File: src/rtl/z_serial_adder_ctrl.sv
// Bit-serial add sequencer feeding one external full-adder slice, LSB first; optional ovf port under Z_SERIAL_OVF_EN.
// Latency: result and done WIDTH+1 cycles after accepted start; no backpressure, start outside IDLE is dropped.
module z_serial_adder_ctrl #(
  parameter int WIDTH = 8
) (
  input  logic             clk,
  input  logic             rst,
  input  logic             start,
  input  logic [WIDTH-1:0] a,
  input  logic [WIDTH-1:0] b,
  input  logic             c_init,
  output logic             fa_gen,
  output logic             fa_prop,
  output logic             fa_cin,
  input  logic             fa_sum,
  input  logic             fa_cout,
  output logic             busy,
  output logic             done,
  output logic [WIDTH-1:0] result,
`ifdef Z_SERIAL_OVF_EN
  output logic             ovf,
`endif
  output logic             carry_out
);

  localparam int CW = $clog2(WIDTH);
  localparam logic [CW-1:0] LAST_BIT = CW'(WIDTH - 1);

  typedef enum logic [1:0] {
    IDLE = 2'd0,
    RUN  = 2'd1,
    DONE = 2'd2
  } state_t;

  state_t state_q, state_d;

  logic [WIDTH-1:0] a_sh, b_sh, sum_sh;
  logic [WIDTH-1:0] sum_next;
  logic             carry_q;
  logic [CW-1:0]    bit_cnt;
  logic             in_run, last_bit;

  assign in_run   = (state_q == RUN);
  assign last_bit = in_run && (bit_cnt == LAST_BIT);
  assign sum_next = {fa_sum, sum_sh[WIDTH-1:1]};

  // Slice inputs are forced quiet outside RUN so it only toggles while adding.
  assign fa_gen  = in_run & a_sh[0] & b_sh[0];
  assign fa_prop = in_run & (a_sh[0] ^ b_sh[0]);
  assign fa_cin  = in_run & carry_q;

  always_ff @(posedge clk or posedge rst) begin
    if (rst) state_q <= IDLE;
    else     state_q <= state_d;
  end

  always_comb begin
    state_d = state_q;
    busy    = 1'b0;
    done    = 1'b0;
    case (state_q)
      IDLE: if (start) state_d = RUN;
      RUN: begin
        busy = 1'b1;
        if (bit_cnt == LAST_BIT) state_d = DONE;
      end
      DONE: begin
        done    = 1'b1;
        state_d = IDLE;
      end
      default: state_d = IDLE;
    endcase
  end

  always_ff @(posedge clk or posedge rst) begin
    if (rst) begin
      a_sh    <= '0;
      b_sh    <= '0;
      sum_sh  <= '0;
      carry_q <= 1'b0;
      bit_cnt <= '0;
    end else if (state_q == IDLE && start) begin
      a_sh    <= a;
      b_sh    <= b;
      carry_q <= c_init;
      sum_sh  <= '0;
      bit_cnt <= '0;
    end else if (in_run) begin
      a_sh    <= {1'b0, a_sh[WIDTH-1:1]};
      b_sh    <= {1'b0, b_sh[WIDTH-1:1]};
      sum_sh  <= sum_next;
      carry_q <= fa_cout;
      if (!last_bit) bit_cnt <= bit_cnt + 1'b1;
    end
  end

  // The final bit's sum and carry arrive on the same edge that commits the result.
  always_ff @(posedge clk or posedge rst) begin
    if (rst) begin
      result    <= '0;
      carry_out <= 1'b0;
    end else if (last_bit) begin
      result    <= sum_next;
      carry_out <= fa_cout;
    end
  end

`ifdef Z_SERIAL_OVF_EN
  // fa_cin during the MSB is the carry into the sign bit.
  always_ff @(posedge clk or posedge rst) begin
    if (rst)           ovf <= 1'b0;
    else if (last_bit) ovf <= fa_cin ^ fa_cout;
  end
`endif

endmodule

File: config.mk
export PLATFORM = sky130hd
export DESIGN_NAME = z_serial_adder_ctrl
export DESIGN_NICKNAME = d
export VERILOG_FILES = /design/src/rtl/z_serial_adder_ctrl.sv
export SDC_FILE = /design/constraint.sdc
export NUM_CORES = 1
export LEC_CHECK = 0
export ABC_AREA = 0
export CELL_PAD_IN_SITES_DETAIL_PLACEMENT = 2
export CELL_PAD_IN_SITES_GLOBAL_PLACEMENT = 2
export CORE_AREA = 3 3 81 83
export DETAILED_ROUTE_END_ITERATION = 10
export DIE_AREA = 0 0 84 86
export PLACE_DENSITY = 0.7
export RECOVER_POWER = 50
export SETUP_SLACK_MARGIN = 0.1
export SLEW_MARGIN = 5
export SYNTH_ARGS = -nofsm -noshare
export SYNTH_HDL_FRONTEND = slang
export SYNTH_SLANG_ARGS = --single-unit
File: constraint.sdc
create_clock -name clk -period 1.31 [get_ports clk]
set_input_delay 0.262 -clock clk [delete_from_list [all_inputs] [get_ports clk]]
set_output_delay 0.262 -clock clk [all_outputs]
set_load 0.05 [all_outputs]
# Word level (Yosys, flattened, before mapping)
# Index checks and enable logic that the tools add are counted.
# W data, S select, Z words.
# op_classes
n_addsub,1
eq_ne,6
mux,16
n_bitwise,5
n_reduce_logical,6
# op_table
op,count
$mux W8,6
$mux W3,3
$and A1 B1 Y1,4
$mux W1,4
$mux W2,2
$ne A2 B1 Y1 const B,2
$pmux W2 S2,1
$reduce_and A2 Y1,2
$add A3 B1 Y3 const B,1
$eq A3 B3 Y1 const B,1
$eq A2 B1 Y1 const B,1
$eq A2 B2 Y1 const B,1
$logic_and A1 B1 Y1,2
$logic_not A2 Y1,1
$ne A2 B2 Y1 const B,1
$reduce_bool A2 Y1,1
$xor A1 B1 Y1,1
# word_totals
ff_bits,39
in_bits,22
out_inout_bits,14
word_cells,42

# Depth between registers and ports, before layout
# logic_depth
word_depth,5
mapped_depth,5
depth_no_buf,5

# Worst setup path after synthesis
# No wires, ideal clock.
# synth_path
path_kind,reg2out
startpoint,register state_q[1]
endpoint,output fa_gen
arrival_time_ns,1.494
required_time_ns,1.048
slack_ns,-0.446
path_stages_with_launch,5
path_cell_list,dfrtp_1 > nand2b_1 > inv_1 > buf_2 > and3_1
# synth_via
elab_chain_len,3
# synth_lines
element,line_no,rtl
"start, declared",35,"state_t state_q, state_d;"
"start signal, assigned",54,else state_q <= state_d;
$eq A2 B1 Y1,43,assign in_run = (state_q == RUN);
$and A1 B1 Y1 (2 in series),48,assign fa_gen = in_run & a_sh[0] & b_sh[0];
"end, declared",12,"output logic fa_gen,"
# No other way between the ends.

# Final worst setup path
# Ends and elaborated chain as after synthesis.

==> impl_summary.txt <==
----------------------------------------------------
[Clock network]
  TritonCTS Buffers ... 5
  Clock insertion delay at the later pin of the skew report ... ~0.30 ns
  CTS max path bufs ... 2
  CTS clk-pin slew, worst paths ... 0.07 ns
  Library cell used as clock root buffer ... sky130_fd_sc_hd__clkbuf_8
  Clock sinks ... 38
  TritonCTS clock tree ... yes
  H-Tree Depth ... 2
  Number of hold buffers added after CTS ... 0

[Floorplan]
  Placeable core region ... 5921 sq um
  Cell row count ... 28
  Die area ... 7224 sq um
  I/O pin count ... 36
  Die Y-Extent ... between 80 and 90 um
  Die outline width ... ~84 um
  Starting utilization of the core area ... 0.2887

[Synth]
  Count of distinct cell types in the synthesized netlist ... 28
  #FFs+latches synth ... 38
  Area of the mapped netlist ... approximately 1700 sq um
  Number of instances in the synthesized netlist ... between 150 and 200
  Main area contributors after synthesis ... sky130_fd_sc_hd__dfrtp_1 56%, sky130_fd_sc_hd__a22o_1 7.2%, sky130_fd_sc_hd__mux2_2 6.6%, sky130_fd_sc_hd__nor3b_1 6.1%, sky130_fd_sc_hd__nor3_1 5.9%
  Fraction of the yosys area taken by sequential cells ... 0.5564
  Synth warn ... 0
  Most area-hungry cell type in the Yosys netlist ... sky130_fd_sc_hd__dfrtp_1
  Net Count, Synth ... between 150 and 200
  Proportion of netlist area held by the largest area contributor ... 0.5564
  Mean area per synthesized cell ... around 11 sq um

[STA]
  Number of failing setup endpoints in the final timing report ... 39
  Slew HR ... 0.4291
  Max Slew Vio Count ... 0
  Actual slew at the worst max-slew pin ... roughly 0.86 ns
  Count of endpoints failing hold in the final timing report ... 0
  RSZ-0062 raised after global routing ... true
  Period Utilization, post-route ... 1.175
  Final-layout setup total negative slack ... -4.525 ns
  Shortest period the worst path allows ... around 1.5 ns
  Worst clock skew ... approximately 0.0096 ns
  Maximum clock frequency ... ~0.65 GHz
  Worst path setup slack after routing ... -0.2298 ns

[Min path]
  Launch instance of the worst min-delay path ... sum_sh[1]
  Worst hold path type ... flip-flop to flip-flop

[Final layout]
  Layout Cell Area excl Fill ... ~3000 sq um
  Fraction of final layout cells sized beyond drive strength 1 ... 0.5550
  Number of diodes ... 0
  Fill cell count ... ~540
  Syn-to-layout area delta ... 76.35%
  Final core utilization ... 0.5091
  Final-stage net count ... approximately 240

[Routing]
  Routed wire length on met3 ... between 150 and 200 um
  DR vias ... about 1500
  Highest metal layer with signal wires ... met4
  DRT met1 WL ... around 2.5 mm
  Iter 0 DRT Violations ... 60
  Wirelength, routed ... about 6.1 mm
  Detail-routed via count per cell ... between 5 and 6
  Count of antenna-violating nets left after detailed routing ... 0
  Drc violations ... 0
  Routed wirelength normalized by instance count ... roughly 21 um
  Pre-Repair DR Iteration Count ... 4
  Wire length on met2 ... about 3.4 mm

[GRT]
  First-pass GRT wire length ... 9.315 mm
  Vias in the first global route ... between 1500 and 2000
  Number of antenna violations at the first check in global routing ... 0
  Overall track demand over capacity in global routing ... 0.1693
  Largest net degree at the start of global routing ... 39
  Aggregate global routing overflow ... 0

[Power]
  Design internal power ... around 4.5 mW
  IR drop worst, VDD ... approximately 1.3 mV
  Net switching power figure ... 3.141 mW
  Clock network fraction of design power ... 0.115
  Pwr/cell area ... about 2500 nW/um^2
  Sequential share of power ... 0.290
  Leakage Power ... 1.292 nW
  Part of the total power dissipated in combinational logic ... 0.595
  Share of total power consumed by net switching ... 0.4135

[Critical path]
  Total buffers and inverters traversed by the critical path ... 2
  Critical path cell sequence ... nand2b_4 -> clkinv_4 -> and3_4 -> buf_12
  Endpoint arrival time on the critical path ... approximately 1.3 ns
  Reg2Reg Launch Point ... state_q[0]
  Worst R2R Path Depth ... 6
  Slowest stage cell on the critical path ... sky130_fd_sc_hd__dfrtp_2
  Cell family contributing the most delay on the critical path ... flip-flops
  Reg2Reg Setup Slack ... -0.18 ns
  CP Capture Type ... output port
  Timing endpoint of the critical path ... fa_gen
  Maximum fanout count along the critical path ... 3
  Critical Path Max Stage Delay ... ~0.42 ns
  Total stage count of the critical path ... 4
  Worst setup startpoint ... state_q[1]
  Critical path required time ... between 1 and 1.5 ns
  Crit path launch type ... flip-flop
  Setup Crit Path Kind ... flip-flop to output port
  Endpoint of the most critical register-to-register path ... result[0]

[Place]
  Area post-placement ... 2356 sq um
  Post-place setup slack ... -0.3892 ns
  Number of I/O port buffers ... 35
  Routability congestion estimate ... 0.7619
  Placed wire-length estimate after detailed placement ... 3.443 mm

[Run]
  Max-cap violations ... 0

[Run status]
  Violated checks ... negative setup slack
  Run status ... finished with violations

----------------------------------------------------
==> registers in the layout, indices dropped and copies added, names as in the netlist <==
| name | cells |
|---|---|
| a_sh | 8 |
| sum_sh | 7 |
| result | 8 |
| carry_out | 1 |
| bit_cnt | 3 |
| b_sh | 8 |
| state_q | 2 |
| carry_q | 1 |
==> cell families (layout without fill, tap and decap cells) <==
kind of cell,Yosys count,after routing,synth area share
buffers and inverters,16,80,0.04612
DFF,38,38,0.5564
xor gates and xnor gates,1,1,0.005125
adders and majority gates,2,2,0.01464
and+or+nand+nor,59,61,0.1911
muxes,10,10,0.06589
AOI/OAI and AO/OA,25,26,0.1208
==> worst register-to-register path, stage by stage, from the launching register on <==
cell,delay (ns)
sky130_fd_sc_hd__dfrtp_2,0.47
sky130_fd_sc_hd__nand2b_4,0.12
sky130_fd_sc_hd__clkinv_4,0.07
sky130_fd_sc_hd__buf_4,0.15
sky130_fd_sc_hd__buf_8,0.15
sky130_fd_sc_hd__nand2_8,0.09
sky130_fd_sc_hd__mux2_2,0.33
==> per-layer routing <==
layer / vias up / global-route usage
li1: 676 / -
met1: 769 / 0.1989
met2: 32 / 0.3051
met3: 7 / 0.03842
met4: 0 / 0.05702
met5: - / 0
==> through the flow <==
step / hold slack, ns / std cells / power (mW)
finish: 0.5119 / 293 / 7.597
global route: 0.5349 / 293 / 8.014
CTS: 0.3311 / 284 / 7.127
detailed placement: 0.5021 / 263 / 5.612
global placement: 0.4925 / 263 / 5.428
floorplan: 0.3945 / 151 / 4.221
==> cell usage after synthesis, drive strengths merged <==
master and count:
buf 9, a221o 1, inv 6, o21ai 1, a22o 14, ha 2
a211oi 1, dfrtp 38, a21oi 4, xnor2 1, nor2 14, nor3b 14
nand2 2, and2 1, o22a 3, or2 1, and3 1, nor3 20
o21ba 1, nand2b 4, nor2b 1, nor4b 1, clkbuf 1, mux2 10
==> cell type report <==
| class | instances | area (sq um) | share of cell area |
|---|---|---|---|
| multi-input combinational | 100 | 1044 | 0.3462 |
| sequential | 38 | 953.4 | 0.3163 |
| timing repair buffer | 66 | 800.8 | 0.2657 |
| tap | 75 | 93.84 | 0.03113 |
| clock buffer | 6 | 82.58 | 0.02740 |
| inverter | 6 | 27.53 | 0.009132 |
| clock inverter | 2 | 12.51 | 0.004151 |
==> cell usage in the layout (no fill, tap or decap), types with 2 or more instances in the layout <==
master	instances
sky130_fd_sc_hd__clkbuf_8	6
sky130_fd_sc_hd__nor2_4	2
sky130_fd_sc_hd__dfrtp_1	36
sky130_fd_sc_hd__nand2_8	2
sky130_fd_sc_hd__a22o_1	14
sky130_fd_sc_hd__buf_8	4
sky130_fd_sc_hd__nor3_1	4
sky130_fd_sc_hd__dfrtp_2	2
sky130_fd_sc_hd__buf_12	14
sky130_fd_sc_hd__nor3b_1	2
sky130_fd_sc_hd__clkdlybuf4s50_1	20
sky130_fd_sc_hd__o21ba_4	2
sky130_fd_sc_hd__buf_4	16
sky130_fd_sc_hd__nor2_1	4
sky130_fd_sc_hd__nor3b_4	2
sky130_fd_sc_hd__buf_6	9
sky130_fd_sc_hd__a21oi_1	3
sky130_fd_sc_hd__o22a_1	3
sky130_fd_sc_hd__mux2_2	5
sky130_fd_sc_hd__inv_1	5
sky130_fd_sc_hd__or2_4	2
sky130_fd_sc_hd__mux2_4	5
sky130_fd_sc_hd__nor3b_2	10
sky130_fd_sc_hd__nor3_2	13
sky130_fd_sc_hd__nand2b_4	3
sky130_fd_sc_hd__nor2_2	8
sky130_fd_sc_hd__nor3_4	3
==> worst min path at each step <==
stage	end	slack, ns	cells after the start
final	sum_sh[1]	0.51	1
after global routing	a_sh[3]	0.53	1
after CTS	a_sh[7]	0.33	3
after detailed placement	sum_sh[1]	0.50	1
after global placement	a_sh[3]	0.49	1
after floorplan	b_sh[7]	0.39	1
==> power by group through the flow <==
stage | logic [mW] | clock network (mW) | registers [mW]
6_report | 4.52 | 0.871 | 2.20
5_1_grt | 4.77 | 0.956 | 2.28
4_1_cts | 4.09 | 0.884 | 2.15
3_5_place_dp | 3.46 | 0 | 2.15
3_3_place_gp | 3.32 | 0 | 2.11
2_1_floorplan | 1.77 | 0 | 2.45
==> timing repair <==
action,4_1_cts,5_1_grt
hold endpoints to repair,0,0
setup endpoints to repair,42,42
setup buffers,11,9
resized for setup,56,33
pin swaps,9,22
cloned,3,1
Power figures use the tool's default switching activity.
